`config.mk`:
```
export PLATFORM = sky130hd
export DESIGN_NAME = apb_master_bridge_flat
export DESIGN_NICKNAME = d
export VERILOG_FILES = /design/src/rtl/apb_pkg.sv /design/src/rtl/apb_master_bridge_if.sv /design/src/rtl/apb_wait_timer.sv /design/src/rtl/apb_master_bridge.sv /design/src/flat_wrapper.sv
export SDC_FILE = /design/constraint.sdc
export NUM_CORES = 1
export LEC_CHECK = 0
export CAP_MARGIN = 10
export CORE_ASPECT_RATIO = 1.1
export CORE_MARGIN = 4
export CORE_UTILIZATION = 43
export CTS_CLUSTER_DIAMETER = 80
export DETAILED_ROUTE_END_ITERATION = 10
export GPL_TIMING_DRIVEN = 1
export PLACE_DENSITY_LB_ADDON = 0.25
export SETUP_SLACK_MARGIN = 0.05
export SYNTH_ARGS = -nofsm -noshare
export SYNTH_HDL_FRONTEND = slang
export SYNTH_SLANG_ARGS = --single-unit
```
`constraint.sdc`:
```
create_clock -name pclk -period 4 [get_ports pclk]
set_input_delay 1.2 -clock pclk [delete_from_list [all_inputs] [get_ports pclk]]
set_output_delay 1.2 -clock pclk [all_outputs]
set_load 0.03 [all_outputs]
```
`src/rtl/apb_pkg.sv`:
```
// Shared types and defaults for the APB requester.
// Holds the FSM state encoding (same encoding as the APB memory slave)
// and the default address/data widths.
package apb_pkg;

    localparam int APB_ADDR_W = 32;
    localparam int APB_DATA_W = 32;

    typedef enum logic [1:0] {
        APB_IDLE   = 2'd0,
        APB_SETUP  = 2'd1,
        APB_ACCESS = 2'd2,
        APB_RESP   = 2'd3
    } apb_state_t;

endpackage

```
`src/rtl/apb_master_bridge_if.sv`:
```
// Bundles the command stream, response stream and APB pins of the requester.
// master: the bridge's view (drives APB and rsp, receives cmd and slave pins).
// slave: the surrounding view (drives cmd, rsp_ready and slave pins).
interface apb_master_bridge_if
    import apb_pkg::*;
#(
    parameter int ADDR_W = APB_ADDR_W,
    parameter int DATA_W = APB_DATA_W
) ();

    // command stream
    logic              cmd_valid;
    logic              cmd_ready;
    logic              cmd_write;
    logic [ADDR_W-1:0] cmd_addr;
    logic [DATA_W-1:0] cmd_wdata;

    // response stream
    logic              rsp_valid;
    logic              rsp_ready;
    logic [DATA_W-1:0] rsp_rdata;
    logic              rsp_err;

    // APB requester pins
    logic [ADDR_W-1:0] paddr;
    logic              pwrite;
    logic [DATA_W-1:0] pwdata;
    logic              pselx;
    logic              penable;
    logic              pready;
    logic              pslverr;
    logic [DATA_W-1:0] prdata;

    modport master (
        input  cmd_valid, cmd_write, cmd_addr, cmd_wdata,
        input  rsp_ready,
        input  pready, pslverr, prdata,
        output cmd_ready,
        output rsp_valid, rsp_rdata, rsp_err,
        output paddr, pwrite, pwdata, pselx, penable
    );

    modport slave (
        output cmd_valid, cmd_write, cmd_addr, cmd_wdata,
        output rsp_ready,
        output pready, pslverr, prdata,
        input  cmd_ready,
        input  rsp_valid, rsp_rdata, rsp_err,
        input  paddr, pwrite, pwdata, pselx, penable
    );

endinterface

```
`src/rtl/apb_wait_timer.sv`:
```
// Counts consecutive ACCESS cycles with pready low and flags the TIMEOUT-th one.
// Latency: o_expired is combinational in the cycle that is the TIMEOUT-th low cycle.
// Backpressure: none; the counter saturates instead of wrapping.
module apb_wait_timer #(
    parameter int TIMEOUT = 16
) (
    input  logic i_clk,
    input  logic i_rst,
    input  logic i_clear,
    input  logic i_enable,
    output logic o_expired
);

    localparam int              CW       = $clog2(TIMEOUT + 1);
    localparam logic [CW-1:0]   LAST_LOW = CW'(TIMEOUT - 1);
    localparam logic [CW-1:0]   SAT      = CW'(TIMEOUT);

    logic [CW-1:0] r_count;

    // count low-pready cycles, cleared at the start of every transfer, saturating
    always_ff @(posedge i_clk) begin
        if (i_rst || i_clear) begin
            r_count <= '0;
        end else if (i_enable && (r_count != SAT)) begin
            r_count <= r_count + 1'b1;
        end
    end

    // r_count holds the number of earlier low cycles, so this is the TIMEOUT-th one
    assign o_expired = i_enable && (r_count == LAST_LOW);

endmodule

```
`src/rtl/apb_master_bridge.sv`:
```
// APB requester: one valid/ready command becomes one APB setup/access transfer and one response.
// Latency: pselx with the accept edge, penable one edge later, rsp_valid 2 edges after accept plus slave waits.
// Backpressure: cmd_ready only in IDLE; rsp held until rsp_ready; hung slave aborted after TIMEOUT wait cycles.
module apb_master_bridge
    import apb_pkg::*;
#(
    parameter int ADDR_W  = APB_ADDR_W,
    parameter int DATA_W  = APB_DATA_W,
    parameter int TIMEOUT = 16
) (
    input  logic                pclk,
    input  logic                prst,
    apb_master_bridge_if.master bus
);

    apb_state_t        r_state,     w_state_nxt;
    logic [ADDR_W-1:0] r_paddr,     w_paddr_nxt;
    logic              r_pwrite,    w_pwrite_nxt;
    logic [DATA_W-1:0] r_pwdata,    w_pwdata_nxt;
    logic              r_pselx,     w_pselx_nxt;
    logic              r_penable,   w_penable_nxt;
    logic              r_rsp_valid, w_rsp_valid_nxt;
    logic [DATA_W-1:0] r_rsp_rdata, w_rsp_rdata_nxt;
    logic              r_rsp_err,   w_rsp_err_nxt;

    logic w_timer_clr;
    logic w_timer_en;
    logic w_expired;

    assign w_timer_clr = (r_state == APB_SETUP);
    assign w_timer_en  = (r_state == APB_ACCESS) && !bus.pready;

    apb_wait_timer #(
        .TIMEOUT (TIMEOUT)
    ) u_wait_timer (
        .i_clk     (pclk),
        .i_rst     (prst),
        .i_clear   (w_timer_clr),
        .i_enable  (w_timer_en),
        .o_expired (w_expired)
    );

    // next state and next values of every registered output
    always_comb begin
        w_state_nxt     = r_state;
        w_paddr_nxt     = r_paddr;
        w_pwrite_nxt    = r_pwrite;
        w_pwdata_nxt    = r_pwdata;
        w_pselx_nxt     = r_pselx;
        w_penable_nxt   = r_penable;
        w_rsp_valid_nxt = r_rsp_valid;
        w_rsp_rdata_nxt = r_rsp_rdata;
        w_rsp_err_nxt   = r_rsp_err;

        case (r_state)
            APB_IDLE: begin
                if (bus.cmd_valid) begin
                    w_paddr_nxt   = bus.cmd_addr;
                    w_pwrite_nxt  = bus.cmd_write;
                    w_pwdata_nxt  = bus.cmd_wdata;
                    w_pselx_nxt   = 1'b1;
                    w_penable_nxt = 1'b0;
                    w_state_nxt   = APB_SETUP;
                end
            end
            APB_SETUP: begin
                w_penable_nxt = 1'b1;
                w_state_nxt   = APB_ACCESS;
            end
            APB_ACCESS: begin
                // pready wins over an expiry landing in the same cycle
                if (bus.pready) begin
                    w_pselx_nxt     = 1'b0;
                    w_penable_nxt   = 1'b0;
                    w_rsp_err_nxt   = bus.pslverr;
                    w_rsp_rdata_nxt = r_pwrite ? '0 : bus.prdata;
                    w_rsp_valid_nxt = 1'b1;
                    w_state_nxt     = APB_RESP;
                end else if (w_expired) begin
                    w_pselx_nxt     = 1'b0;
                    w_penable_nxt   = 1'b0;
                    w_rsp_err_nxt   = 1'b1;
                    w_rsp_rdata_nxt = '0;
                    w_rsp_valid_nxt = 1'b1;
                    w_state_nxt     = APB_RESP;
                end
            end
            APB_RESP: begin
                if (bus.rsp_ready) begin
                    w_rsp_valid_nxt = 1'b0;
                    w_state_nxt     = APB_IDLE;
                end
            end
            default: begin
                w_state_nxt = APB_IDLE;
            end
        endcase
    end

    // state and output registers; reset drops any in-flight transfer without a response
    always_ff @(posedge pclk) begin
        if (prst) begin
            r_state     <= APB_IDLE;
            r_paddr     <= '0;
            r_pwrite    <= 1'b0;
            r_pwdata    <= '0;
            r_pselx     <= 1'b0;
            r_penable   <= 1'b0;
            r_rsp_valid <= 1'b0;
            r_rsp_rdata <= '0;
            r_rsp_err   <= 1'b0;
        end else begin
            r_state     <= w_state_nxt;
            r_paddr     <= w_paddr_nxt;
            r_pwrite    <= w_pwrite_nxt;
            r_pwdata    <= w_pwdata_nxt;
            r_pselx     <= w_pselx_nxt;
            r_penable   <= w_penable_nxt;
            r_rsp_valid <= w_rsp_valid_nxt;
            r_rsp_rdata <= w_rsp_rdata_nxt;
            r_rsp_err   <= w_rsp_err_nxt;
        end
    end

    assign bus.cmd_ready = (r_state == APB_IDLE);
    assign bus.paddr     = r_paddr;
    assign bus.pwrite    = r_pwrite;
    assign bus.pwdata    = r_pwdata;
    assign bus.pselx     = r_pselx;
    assign bus.penable   = r_penable;
    assign bus.rsp_valid = r_rsp_valid;
    assign bus.rsp_rdata = r_rsp_rdata;
    assign bus.rsp_err   = r_rsp_err;

endmodule

```
`src/flat_wrapper.sv`:
```
// flat-port wrapper written by rule: the top's interface ports become plain ports
module apb_master_bridge_flat import apb_pkg::*;
#(
    parameter int ADDR_W  = APB_ADDR_W,
    parameter int DATA_W  = APB_DATA_W,
    parameter int TIMEOUT = 16
)
  (pclk, prst, bus_cmd_valid, bus_cmd_write, bus_cmd_addr, bus_cmd_wdata, bus_rsp_ready, bus_pready, bus_pslverr, bus_prdata, bus_cmd_ready, bus_rsp_valid, bus_rsp_rdata, bus_rsp_err, bus_paddr, bus_pwrite, bus_pwdata, bus_pselx, bus_penable);
  apb_master_bridge_if #(.ADDR_W(ADDR_W), .DATA_W(DATA_W)) bus_i ();
  input  logic pclk;
  input  logic prst;
  input wire logic [$bits(bus_i.cmd_valid)-1:0] bus_cmd_valid;
  input wire logic [$bits(bus_i.cmd_write)-1:0] bus_cmd_write;
  input wire logic [$bits(bus_i.cmd_addr)-1:0] bus_cmd_addr;
  input wire logic [$bits(bus_i.cmd_wdata)-1:0] bus_cmd_wdata;
  input wire logic [$bits(bus_i.rsp_ready)-1:0] bus_rsp_ready;
  input wire logic [$bits(bus_i.pready)-1:0] bus_pready;
  input wire logic [$bits(bus_i.pslverr)-1:0] bus_pslverr;
  input wire logic [$bits(bus_i.prdata)-1:0] bus_prdata;
  output wire logic [$bits(bus_i.cmd_ready)-1:0] bus_cmd_ready;
  output wire logic [$bits(bus_i.rsp_valid)-1:0] bus_rsp_valid;
  output wire logic [$bits(bus_i.rsp_rdata)-1:0] bus_rsp_rdata;
  output wire logic [$bits(bus_i.rsp_err)-1:0] bus_rsp_err;
  output wire logic [$bits(bus_i.paddr)-1:0] bus_paddr;
  output wire logic [$bits(bus_i.pwrite)-1:0] bus_pwrite;
  output wire logic [$bits(bus_i.pwdata)-1:0] bus_pwdata;
  output wire logic [$bits(bus_i.pselx)-1:0] bus_pselx;
  output wire logic [$bits(bus_i.penable)-1:0] bus_penable;
  assign bus_i.cmd_valid = bus_cmd_valid;
  assign bus_i.cmd_write = bus_cmd_write;
  assign bus_i.cmd_addr = bus_cmd_addr;
  assign bus_i.cmd_wdata = bus_cmd_wdata;
  assign bus_i.rsp_ready = bus_rsp_ready;
  assign bus_i.pready = bus_pready;
  assign bus_i.pslverr = bus_pslverr;
  assign bus_i.prdata = bus_prdata;
  assign bus_cmd_ready = bus_i.cmd_ready;
  assign bus_rsp_valid = bus_i.rsp_valid;
  assign bus_rsp_rdata = bus_i.rsp_rdata;
  assign bus_rsp_err = bus_i.rsp_err;
  assign bus_paddr = bus_i.paddr;
  assign bus_pwrite = bus_i.pwrite;
  assign bus_pwdata = bus_i.pwdata;
  assign bus_pselx = bus_i.pselx;
  assign bus_penable = bus_i.penable;
  apb_master_bridge #(.ADDR_W(ADDR_W), .DATA_W(DATA_W), .TIMEOUT(TIMEOUT)) u_core (.pclk(pclk), .prst(prst), .bus(bus_i));
endmodule
```
* Yosys cells after proc, flatten, opt, wreduce, memory -nomap -nowiden
Index checks and enable logic that the tools add are counted.
** Operators by class
- $add $sub $neg :: 1
- Equal/unequal tests :: 8
- Muxes and demuxes :: 19
- Reductions and logical operators :: 16
** Operators with widths (count)
- 32-bit two-way mux :: 3
- 3-bit AND reduction :: 4
- 1-bit two-way mux :: 8
- 2-bit two-way mux :: 4
- 2-bit case mux with 4 select lines :: 1
- 2-bit nonzero test :: 3
- 5-bit by 1-bit adder with 5-bit output, second input constant :: 1
- 5-bit by 4-bit equality test with 1-bit output, second input constant :: 1
- 5-bit inequality test, second input constant :: 1
- 2-bit equality test, second input constant :: 2
- 2-bit inequality test, second input constant :: 2
- 1-bit case mux with 2 select lines :: 2
- 2-bit AND reduction :: 2
- 1-bit logical AND :: 3
- 3-bit inequality test, second input constant :: 1
- 1-bit case mux with 3 select lines :: 1
- 3-bit nonzero test :: 1
- 2-bit by 1-bit equality test with 1-bit output, second input constant :: 1
- 2-bit zero test :: 1
- 1-bit zero test :: 1
- 1-bit logical OR :: 1
** Storage, ports and cells
- Flip-flop bits (word level) :: 108
- Input bits :: 103
- Output and inout port bits :: 102
- Logic and storage cells :: 54

* Logic depth before layout (Yosys ltp)
- Word-level depth :: 6
- Depth in mapped cells :: 8
- Mapped depth without buffers :: 6

* By module
A second synthesis with hierarchy kept.
** Second synthesis, totals
- Cell total of the unflattened synthesis :: 495
- Area, all modules :: 4040.1 um2
** By module, submodules not included
- apb_master_bridge :: times used 1, cells each 464, area an instance 3753.6 um2, seq. area each 2062.0 um2
- apb_wait_timer :: times used 1, cells each 31, area an instance 286.5 um2, seq. area each 100.1 um2

* Worst setup path after synthesis
Ideal clock, no wire load.
- Path kind :: flip-flop to output port
- Start point :: reg u_core.r_state[0]
- End point :: out bus_cmd_ready
- Data arrival time :: 790 ps
- Required time :: 2800 ps
- Setup slack :: 2010 ps
- Stages on the path, launching flop included :: 3
- Path buffers :: 0
- Cells stage by stage :: dfxtp_1 inv_1 ha_1
** On the way
- Longest elaborated chain between the ends :: 1
** RTL lines
- from (decl) :: line apb_master_bridge.sv:16 : apb_state_t r_state, w_state_nxt;
- from (signal assigned) :: line apb_master_bridge.sv:113 : r_state <= w_state_nxt;
- 2-bit zero test :: line apb_master_bridge.sv:125 : assign bus.cmd_ready = (r_state == APB_IDLE);
- to (decl) :: line flat_wrapper.sv:20 : output wire logic [$bits(bus_i.cmd_ready)-1:0] bus_cmd_ready;
Every way passes these cells.

* Worst setup path in the final report
Ends and elaborated chain as after synthesis.

==> qor.yml <==
avgRoutedWirePerCell_um: 14.8
start_util_pct: 44.7
numCtsBuffers: 9
r2r_setup_slack_ns: 1.95
use_met2_pct: 37.0
clock_latency_ns: 0.37
insertedDiodeCount: 0
layout-drive-gt1-share_pct: 4.35
synthFlopType: "dfxtp_1"
status: "finished clean"
syn_avg_cell_area_um2: 8.04
cts_tree: "yes"
finalSetupTns_ns: 0
use_met3_pct: 10.6
cp_slowest_cell: "clkdlybuf4s50_1"
synth_area_leader_cell: "dfxtp_1"
worst_slack_ns: 0.960
row_count: 36
cts_resized: 0
first_iter_violations: 155
die_height_um: 109
cts.path.max_buffers: 2
critPathMaxFanout: 7
nets: 794
post-place-ws_ns: 1.05
p_leak_nw: 2.27
synth_top_area_share_pct: 54.0
post-cts-setup-buffer-count: 0
worstHoldEndpoint: "u_core.bus.rsp_rdata[28]"
grt_pass1_vias: 3960
coreArea_um2: 8960
hold_class: "flop to flop"
worstReg2RegStart: "u_core.u_wait_timer.r_count[1]"
fmax_mhz: 329
synth.net_count: 608
maxCapViolations: 0
clk_pin_slew_ns: 0.10
timing_hold_violations_final: 0
slew_viol_final: 0
cp_cell_sequence: "inv_1 > ha_1 > clkdlybuf4s50_1"
port_buffers: 204
cts_sinks: 108
r2r_end: "u_core.bus.rsp_rdata[22]"
finish.utilization_pct: 70.4
ioPinCount: 205
grt_overflow_total: 0
vias_per_cell: 5.04
ys_seq_elements: 108
synth_warnings: 0
min_from: "u_core.bus.rsp_rdata[28]"
antenna_found_initial: 0
first_pass_iters: 7
ys_async_sr_fraction_pct: 0
synth-edff-count: 0
hold-path-cell-count: 2
ys_types: 33
start_kind: "flop"
finalCriticalPeriod_ns: 3.04
finalPower_w: 0.00340
grt_setup_unrepaired: "false"
max-slew-margin-rel_pct: 59.9
power.density_nw_per_um2: 540
ctsHoldBuffers: 0
crit_type: "flop to primary output"
drt_wl_total_um: 11900
irDropWorstVdd_v: 0.000277
setup_viol_count_final: 0
antenna_left: 0
grt_pass1_wl_um: 18900
rr_worst_depth: 7
place_congestion: 0.839
drc: 0
cp.required_ns: 2.80
htreeDepth: 3
end_kind: "primary output"
grt_max_degree: 56
cp_data_arrival_time_ns: 1.84
synth_area_leaders: "dfxtp_1 54%, nand2_1 16%, a21oi_1 12%"
grt_busiest_layer: "met2"
grtUsageMet1_pct: 23.7
nFillCells: 694
yosysSeqAreaShare_pct: 54.0
fin_skew_ns: 0.0116
max_stage_delay_ns: 0.73
worst_pin_slew_ns: 0.602
synth_area_um2: 4000
netlist_instances: 498
areaGrowthSynthToFinish_pct: 57.6
die_w_um: 100
die_area_um2: 10900
root_buffer: "clkbuf_8"
via_count: 4051
grt_usage_pct: 21.6
period_share_pct: 76.0
dp_hpwl_um: 8810
## report_power, final
part	total [W]	internal [W]	switching (W)
clock network	0.000709	0.000333	0.000376
logic	0.00136	0.000540	0.000822
registers	0.00133	0.00124	0.0000910
total	0.00340	0.00211	0.00129
## per-stage QoR
step	instances	hold slack [ns]	cell area, um^2
2_1_floorplan	498	0.466	4000
3_3_place_gp	787	0.437	6090
3_5_place_dp	787	0.443	6090
4_1_cts	803	0.457	6310
5_1_grt	803	0.473	6310
6_report	803	0.455	6310
## flip-flops by register name (all words and copies together) (netlist names), 2 cells and up
| register | cells |
|---|---|
| u_core.bus.paddr | 32 |
| u_core.r_state | 2 |
| u_core.bus.rsp_rdata | 32 |
| u_core.u_wait_timer.r_count | 5 |
| u_core.bus.pwdata | 32 |
## routing by layer
metal | wire (um) | part of all wire [%]
met5 | 0 | 0
met4 | 154 | 1.3
met1 | 4390 | 37
met3 | 1590 | 13
met2 | 5770 | 48
## worst max-delay path by stage
| stage | to | cells after the start | startpoint | slack (ns) |
|---|---|---|---|---|
| after CTS | bus_cmd_ready | 3 | u_core.r_state[0] | 0.95 |
| after global routing | bus_cmd_ready | 3 | u_core.r_state[0] | 0.86 |
| final | bus_cmd_ready | 3 | u_core.r_state[0] | 0.96 |
| after global placement | u_core.bus.pwdata[28] | 5 | bus_cmd_valid | 1.09 |
| after detailed placement | u_core.bus.pwdata[27] | 5 | bus_cmd_valid | 1.05 |
| after floorplan | bus_cmd_ready | 2 | u_core.r_state[0] | 2.01 |
## synth_stat cells (2+ instances only)
cell type,instances
nor2_1,4
nand3_1,34
ha_1,7
dfxtp_1,108
nand2_1,171
buf_2,14
o221a_2,2
nand2b_1,2
nor3_1,2
mux2i_1,2
clkbuf_1,16
buf_4,4
a21oi_1,98
inv_1,8
nor2b_1,4
a21boi_0,2
o21ai_0,4
## critical path, delay by kind of cell (launching register included)
family	cells	cell delay [ns]
adders and majority gates	1	0.29
buffers and inverters	2	0.83
DFF	1	0.35
## cell usage in the layout, fill, tap and decap left out, types with 4 or more instances in the layout
| master | netlist | layout |
|---|---|---|
| o21ai_0 | 4 | 4 |
| nand3_1 | 34 | 34 |
| nor2_1 | 4 | 4 |
| ha_1 | 7 | 7 |
| dfxtp_1 | 108 | 108 |
| inv_1 | 8 | 8 |
| clkdlybuf4s50_1 | 0 | 203 |
| nand2_1 | 171 | 170 |
| clkbuf_8 | 0 | 11 |
| buf_4 | 4 | 6 |
| a21oi_1 | 98 | 98 |
## final cells by class
| type | count | area, um^2 | share of cell area [%] |
|---|---|---|---|
| flip-flops and latches | 108 | 2160 | 34.3 |
| repair buffers | 211 | 2100 | 33.3 |
| multi-input cells | 346 | 1650 | 26.2 |
| clock buffers | 11 | 151 | 2.40 |
| well taps | 114 | 143 | 2.26 |
| clock inverters | 5 | 67.6 | 1.07 |
| inverters | 8 | 30.0 | 0.476 |
## kinds of logic (layout without fill, tap and decap cells)
group | after synthesis | count (layout) | share of synthesized area, %
simple gates | 224 | 224 | 23.2
flops | 108 | 108 | 54.0
fa+ha+maj | 7 | 7 | 2.19
mux | 2 | 2 | 0.500
buf+inv | 44 | 235 | 4.97
compound gates | 113 | 113 | 15.1
No activity file was read; power rests on OpenSTA's default activity.
